$ cat config.mk
export PLATFORM = sky130hd
export DESIGN_NAME = frame_prefetch
export DESIGN_NICKNAME = d
export VERILOG_FILES = /design/src/rtl/vga_pkg.sv /design/src/rtl/sync_fifo_fwft.sv /design/src/rtl/frame_prefetch.sv
export SDC_FILE = /design/constraint.sdc
export NUM_CORES = 1
export LEC_CHECK = 0
export ABC_AREA = 1
export CAP_MARGIN = 25
export CORE_ASPECT_RATIO = 1.75
export CORE_MARGIN = 1
export CORE_UTILIZATION = 53
export CTS_CLUSTER_SIZE = 10
export DETAILED_ROUTE_END_ITERATION = 12
export GPL_ROUTABILITY_DRIVEN = 0
export PLACE_DENSITY = 0.68
export SYNTH_ARGS = -nofsm -noshare
export SYNTH_HDL_FRONTEND = slang
export SYNTH_HIERARCHICAL = 1
export SYNTH_SLANG_ARGS = --single-unit
$ cat constraint.sdc
create_clock -name clk -period 3.4 [get_ports clk]
set_clock_uncertainty 0.05 [all_clocks]
set_input_delay 0.34 -clock clk [delete_from_list [all_inputs] [get_ports clk]]
set_output_delay 0.34 -clock clk [all_outputs]
set_load 0.02 [all_outputs]
$ cat src/rtl/vga_pkg.sv
// Shared constants and types for the VGA/DVI pixel path.
package vga_pkg;

    localparam int H_ACTIVE     = 640;
    localparam int V_ACTIVE     = 480;
    localparam int FRAME_PIXELS = H_ACTIVE * V_ACTIVE;
    localparam int PIX_W        = 24;

    typedef enum logic [1:0] {
        IDLE  = 2'd0,
        FETCH = 2'd1,
        DRAIN = 2'd2
    } prefetch_state_t;

endpackage

$ cat src/rtl/sync_fifo_fwft.sv
// Single-clock first-word-fall-through FIFO. The head entry is visible on
// rdata whenever the FIFO is non-empty; rdata reads as zero when empty.
module sync_fifo_fwft #(
    parameter int WIDTH = 24,
    parameter int DEPTH = 16
) (
    input  logic                     clk,
    input  logic                     rst,
    input  logic                     wr_en,
    input  logic [WIDTH-1:0]         wdata,
    input  logic                     rd_en,
    output logic [WIDTH-1:0]         rdata,
    output logic                     empty,
    output logic                     full,
    output logic [$clog2(DEPTH):0]   count
);

    localparam int AW = $clog2(DEPTH);
    localparam logic [AW:0] FULL_CNT = (AW+1)'(DEPTH);

    logic [WIDTH-1:0] mem [DEPTH];
    logic [AW-1:0]    wr_ptr;
    logic [AW-1:0]    rd_ptr;
    logic             do_wr;
    logic             do_pop;

    // Status flags, head data and qualified read/write strobes
    always_comb begin
        empty  = (count == '0);
        full   = (count == FULL_CNT);
        do_pop = rd_en && !empty;
        // a write while full is only safe when the head is leaving this cycle
        do_wr  = wr_en && (!full || do_pop);
        rdata  = empty ? '0 : mem[rd_ptr];
    end

    // Pointer and occupancy tracking
    always_ff @(posedge clk or posedge rst) begin
        if (rst) begin
            wr_ptr <= '0;
            rd_ptr <= '0;
            count  <= '0;
        end else begin
            if (do_wr)  wr_ptr <= wr_ptr + 1'b1;
            if (do_pop) rd_ptr <= rd_ptr + 1'b1;
            case ({do_wr, do_pop})
                2'b10:   count <= count + 1'b1;
                2'b01:   count <= count - 1'b1;
                default: count <= count;
            endcase
        end
    end

    // Storage array, no reset needed since reads are gated by empty
    always_ff @(posedge clk) begin
        if (do_wr) mem[wr_ptr] <= wdata;
    end

endmodule

$ cat src/rtl/frame_prefetch.sv
// Raster-order frame fetcher feeding the timing generator through a FWFT FIFO.
//
//   state | meaning
//   ------+-----------------------------------------------------------
//   IDLE  | no requests; address parked at 0; waits for enable
//   FETCH | issue requests while outstanding + buffered < DEPTH
//   DRAIN | enable dropped; no requests; wait for outstanding returns
module frame_prefetch #(
    parameter int H_ACTIVE = vga_pkg::H_ACTIVE,
    parameter int V_ACTIVE = vga_pkg::V_ACTIVE,
    parameter int DEPTH    = 16,
    parameter int ADDR_W   = 19
) (
    input  logic                      clk,
    input  logic                      rst,
    input  logic                      enable,
    output logic                      mem_req,
    output logic [ADDR_W-1:0]         mem_addr,
    input  logic                      mem_gnt,
    input  logic                      mem_rvalid,
    input  logic [vga_pkg::PIX_W-1:0] mem_rdata,
    input  logic                      rd_en,
    output logic [vga_pkg::PIX_W-1:0] fifo,
    output logic                      empty,
    output logic                      frame_start,
    output logic                      underflow
);

    import vga_pkg::*;

    localparam int CNT_W     = $clog2(DEPTH) + 1;
    localparam int FRAME_LEN = H_ACTIVE * V_ACTIVE;
    localparam logic [ADDR_W-1:0] LAST_ADDR  = ADDR_W'(FRAME_LEN - 1);
    localparam logic [CNT_W:0]    CREDIT_MAX = (CNT_W+1)'(DEPTH);

    prefetch_state_t  state;
    logic [CNT_W-1:0] outstanding;
    logic [CNT_W-1:0] fifo_count;
    logic             fifo_full;
    logic [CNT_W:0]   credit_used;
    logic             accept;

    // Request only with a guaranteed FIFO slot for every return in flight;
    // depends on registered state only, never on gnt/rvalid/rd_en
    always_comb begin
        credit_used = {1'b0, outstanding} + {1'b0, fifo_count};
        mem_req     = (state == FETCH) && !fifo_full && (credit_used < CREDIT_MAX);
        accept      = mem_req && mem_gnt;
    end

    // Sequencing FSM
    always_ff @(posedge clk or posedge rst) begin
        if (rst) begin
            state <= IDLE;
        end else begin
            case (state)
                IDLE:    if (enable) state <= FETCH;
                FETCH:   if (!enable) state <= DRAIN;
                DRAIN:   if (outstanding == '0) state <= IDLE;
                default: state <= IDLE;
            endcase
        end
    end

    // Requests accepted but not yet returned
    always_ff @(posedge clk or posedge rst) begin
        if (rst) begin
            outstanding <= '0;
        end else begin
            case ({accept, mem_rvalid})
                2'b10:   outstanding <= outstanding + 1'b1;
                2'b01:   outstanding <= outstanding - 1'b1;
                default: outstanding <= outstanding;
            endcase
        end
    end

    // Linear pixel address; wraps at frame end, parks at 0 when drained
    always_ff @(posedge clk or posedge rst) begin
        if (rst) begin
            mem_addr <= '0;
        end else if (state == DRAIN && outstanding == '0) begin
            mem_addr <= '0;
        end else if (accept) begin
            mem_addr <= (mem_addr == LAST_ADDR) ? '0 : mem_addr + 1'b1;
        end
    end

    // Frame-start pulse and sticky underflow flag
    always_ff @(posedge clk or posedge rst) begin
        if (rst) begin
            frame_start <= 1'b0;
            underflow   <= 1'b0;
        end else begin
            frame_start <= accept && (mem_addr == '0);
            if (rd_en && empty) underflow <= 1'b1;
        end
    end

    sync_fifo_fwft #(
        .WIDTH (PIX_W),
        .DEPTH (DEPTH)
    ) u_fifo (
        .clk   (clk),
        .rst   (rst),
        .wr_en (mem_rvalid),
        .wdata (mem_rdata),
        .rd_en (rd_en),
        .rdata (fifo),
        .empty (empty),
        .full  (fifo_full),
        .count (fifo_count)
    );

endmodule

==> out/metrics.yaml, run 1 <==
total_power_w: 0.0178
synth_area_um2: 18400
area.growth.synth_to_final_pct: 14.4
seqCellArea_um2: 12600
grt_overflow: 0
drtPass1Iterations: 5
ant_nets: 0
yosys.area.top_type_share: 0.628
port_buffers: 76
worst-path-max-fanout: 56
cts_tree: "done"
synthCells: 1658
yosysSeqAreaShare: 0.684
cpPeakStageDelay_ps: 650
grt_setup_unrepaired: "no"
vias: 12472
power.density_nw_per_um2: 850
synth_area_per_cell_um2: 11.1
finalSetupViolations: 0
grt_start_max_net_pins: 78
numCtsBuffers: 48
dpl.hpwl_um: 25700
multi_input_area_um2: 5120
synth_top_cell_by_area: "edfxtp_1"
core_region_area_um2: 33900
initial_core_util: 0.542
die_x_um: 143
crit_chain: "inv_6 -> buf_16 -> nand2_1 -> nand3_1 -> nand3_1 -> nand2_1 -> nand2_1 -> a21oi_1 -> clkdlybuf4s50_1"
finalNetCount: 1790
totalWireLength_um: 45400
yosys-top-cells-area: "edfxtp_1 63%, nand2_1 12%, nand3_1 9.1%"
clock_path_buffers: 3
antenna_found_initial: 1
clk_latency_ps: 550
finalSetupTns_ps: 0
crit_path_end_kind: "output port"
ys_seq_elements: 425
fmax_ghz: 0.307
synth_warnings: 6
period_minus_slack_ps: 3260
drc: 0
final_cell_area_um2: 21000
drv_slew: 0
worst_hold_slack_ps: 292
htreeDepth: 2
synth.distinct_cells: 34
track_usage: 0.270
ir_worst_vdd_v: 0.000518
maxCapViolations: 0
drive_above_1_share: 0.0791
report.final.hold_viol_count: 0
status: "finished clean"
grt_pass1_wl_um: 70500
cp-start-kind: "register"
worst-endpoint-required_ps: 3010
period_share: 0.959
fillers: 2715
placed_area_um2: 19700
routedWlPerCell_um: 20.5
cts-root-buf: "clkbuf_16"
hold_class: "primary input to register"
cp.arrival_ps: 2870
pin_count: 77
slowest_stage: "clkdlybuf4s50_1"
final_core_util: 0.620
grt_pass1_vias: 12477
worstSetupPathType: "register to output port"
drt-initial-drc-count: 1244
viasPerCell: 5.64
maxSlewHeadroom: 0.540
die-area_um2: 35400
worst_slew_pin_slew_ps: 688
syn-num-nets: 1708
placement_rows: 89
cts.sinks: 425
leakage_nw: 7.98
path_clk_slew_ps: 60
die_y_um: 248
crit_path_frequent_cell: "nand2_1"
==> through the flow <==
stage,std cells,worst slack (ps)
6_report,2213,139
3_3_place_gp,2144,552
3_5_place_dp,2144,542
4_1_cts,2212,13.9
2_1_floorplan,1658,862
5_1_grt,2213,0.824
==> path summary, 6_finish.rpt <==
path	start	endpoint	slack (ps)	cells past startpoint
setup / recovery	u_fifo/rd_ptr[0]	fifo[5]	140	9
hold / removal	enable	state[0]	290	3
setup reg to reg	outstanding[1]	outstanding[4]	880	17
hold reg to reg	underflow	underflow	430	1
max in group asynchronous	rst	u_fifo/rd_ptr[1]	2130	3
min in group asynchronous	rst	underflow	570	3
==> per-layer routing <==
metal,GRT usage,part of all wire
met3,0.0354,0.056
met2,0.482,0.53
met4,0.144,0.045
met1,0.314,0.37
met5,0,0
==> critical path: cells and delay by family, from the launching register on <==
family / cells / cell delay, ps
buffers and inverters: 3 / 1110
flip-flops: 1 / 560
AND/OR/NAND/NOR: 5 / 410
AO/OA/AOI/OAI: 1 / 200
==> layout make-up <==
type                            count  share of cell area
Sequential cell                   425               0.598
Clock buffer                       64              0.0605
Clock inverter                      3             0.00137
Multi-Input combinational cell   1091               0.244
Antenna cell                        1            0.000119
Tap cell                          455              0.0271
Timing Repair Buffer              119              0.0585
Inverter                           55              0.0101
==> state kept, by name, indices dropped and copies added, names as in the netlist <==
register / count
outstanding: 5
mem_addr: 19
u_fifo/rd_ptr: 4
u_fifo/count: 5
underflow: 1
u_fifo/mem: 384
u_fifo/wr_ptr: 4
state: 2
frame_start: 1
==> what timing repair did <==
| action | CTS | global route |
|---|---|---|
| hold buffers | 1 | 0 |
| endpoints found under the setup margin | 1 | 10 |
| resized for setup | 1 | 8 |
| cloned | 0 | 0 |
| buffers inserted | 0 | 0 |
| pin swaps | 0 | 0 |
| hold endpoints to repair | 5 | 0 |
==> power by group <==
group	total [W]	internal (W)	leakage, nW	switching (W)
logic	0.00679	0.00229	3.36	0.00450
clock network	0.00444	0.00257	0.629	0.00187
registers	0.00662	0.00633	3.99	0.000292
==> logic make-up after synthesis <==
logic type	after synthesis	share of synthesized area
xor+xnor	21	0.0100
simple gates	1011	0.237
fa+ha+maj	20	0.0145
flops	425	0.684
compound gates	39	0.0110
buf+inv	142	0.0435
==> layout by cell type (no fill, tap or decap), types with 2 or more instances in the layout <==
cell	instances
a21oi_1	30
buf_12	8
buf_4	31
clkbuf_1	15
clkbuf_16	48
clkdlybuf4s50_1	72
dfrtp_1	38
dfrtp_4	2
dlymetal6s2s_1	4
edfxtp_1	384
fa_1	2
ha_1	18
inv_1	49
inv_2	4
inv_6	2
nand2_1	588
nand2_2	8
nand3_1	332
nand3_2	2
nand4_1	10
nor2_1	35
nor2_2	3
nor2_4	20
nor3_1	6
nor4_1	3
o21ai_0	6
xnor2_1	5
xor2_1	16
==> synthesized netlist by cell type (all sizes together) <==
| cell type | instances |
|---|---|
| a21o | 1 |
| a21oi | 31 |
| and2 | 1 |
| buf | 77 |
| clkbuf | 10 |
| dfrtp | 41 |
| edfxtp | 384 |
| fa | 2 |
| ha | 18 |
| inv | 55 |
| nand2 | 596 |
| nand3 | 334 |
| nand3b | 2 |
| nand4 | 10 |
| nor2 | 58 |
| nor3 | 7 |
| nor4 | 3 |
| o21ai | 7 |
| xnor2 | 5 |
| xor2 | 16 |
(Power assumes the default switching activity.)
==> run 2: changes to the inputs <==
--- a/config.mk
+++ b/config.mk
@@ -6,13 +6,12 @@
 export NUM_CORES = 1
 export LEC_CHECK = 0
 export ABC_AREA = 1
-export CAP_MARGIN = 25
+export CAP_MARGIN = 0
 export CORE_ASPECT_RATIO = 1.75
 export CORE_MARGIN = 1
 export CORE_UTILIZATION = 53
 export CTS_CLUSTER_SIZE = 10
 export DETAILED_ROUTE_END_ITERATION = 12
-export GPL_ROUTABILITY_DRIVEN = 0
 export PLACE_DENSITY = 0.68
 export SYNTH_ARGS = -nofsm -noshare
 export SYNTH_HDL_FRONTEND = slang
==> results of run 2 <==
The final DEF is identical to that of run 1; final timing and power are the same.
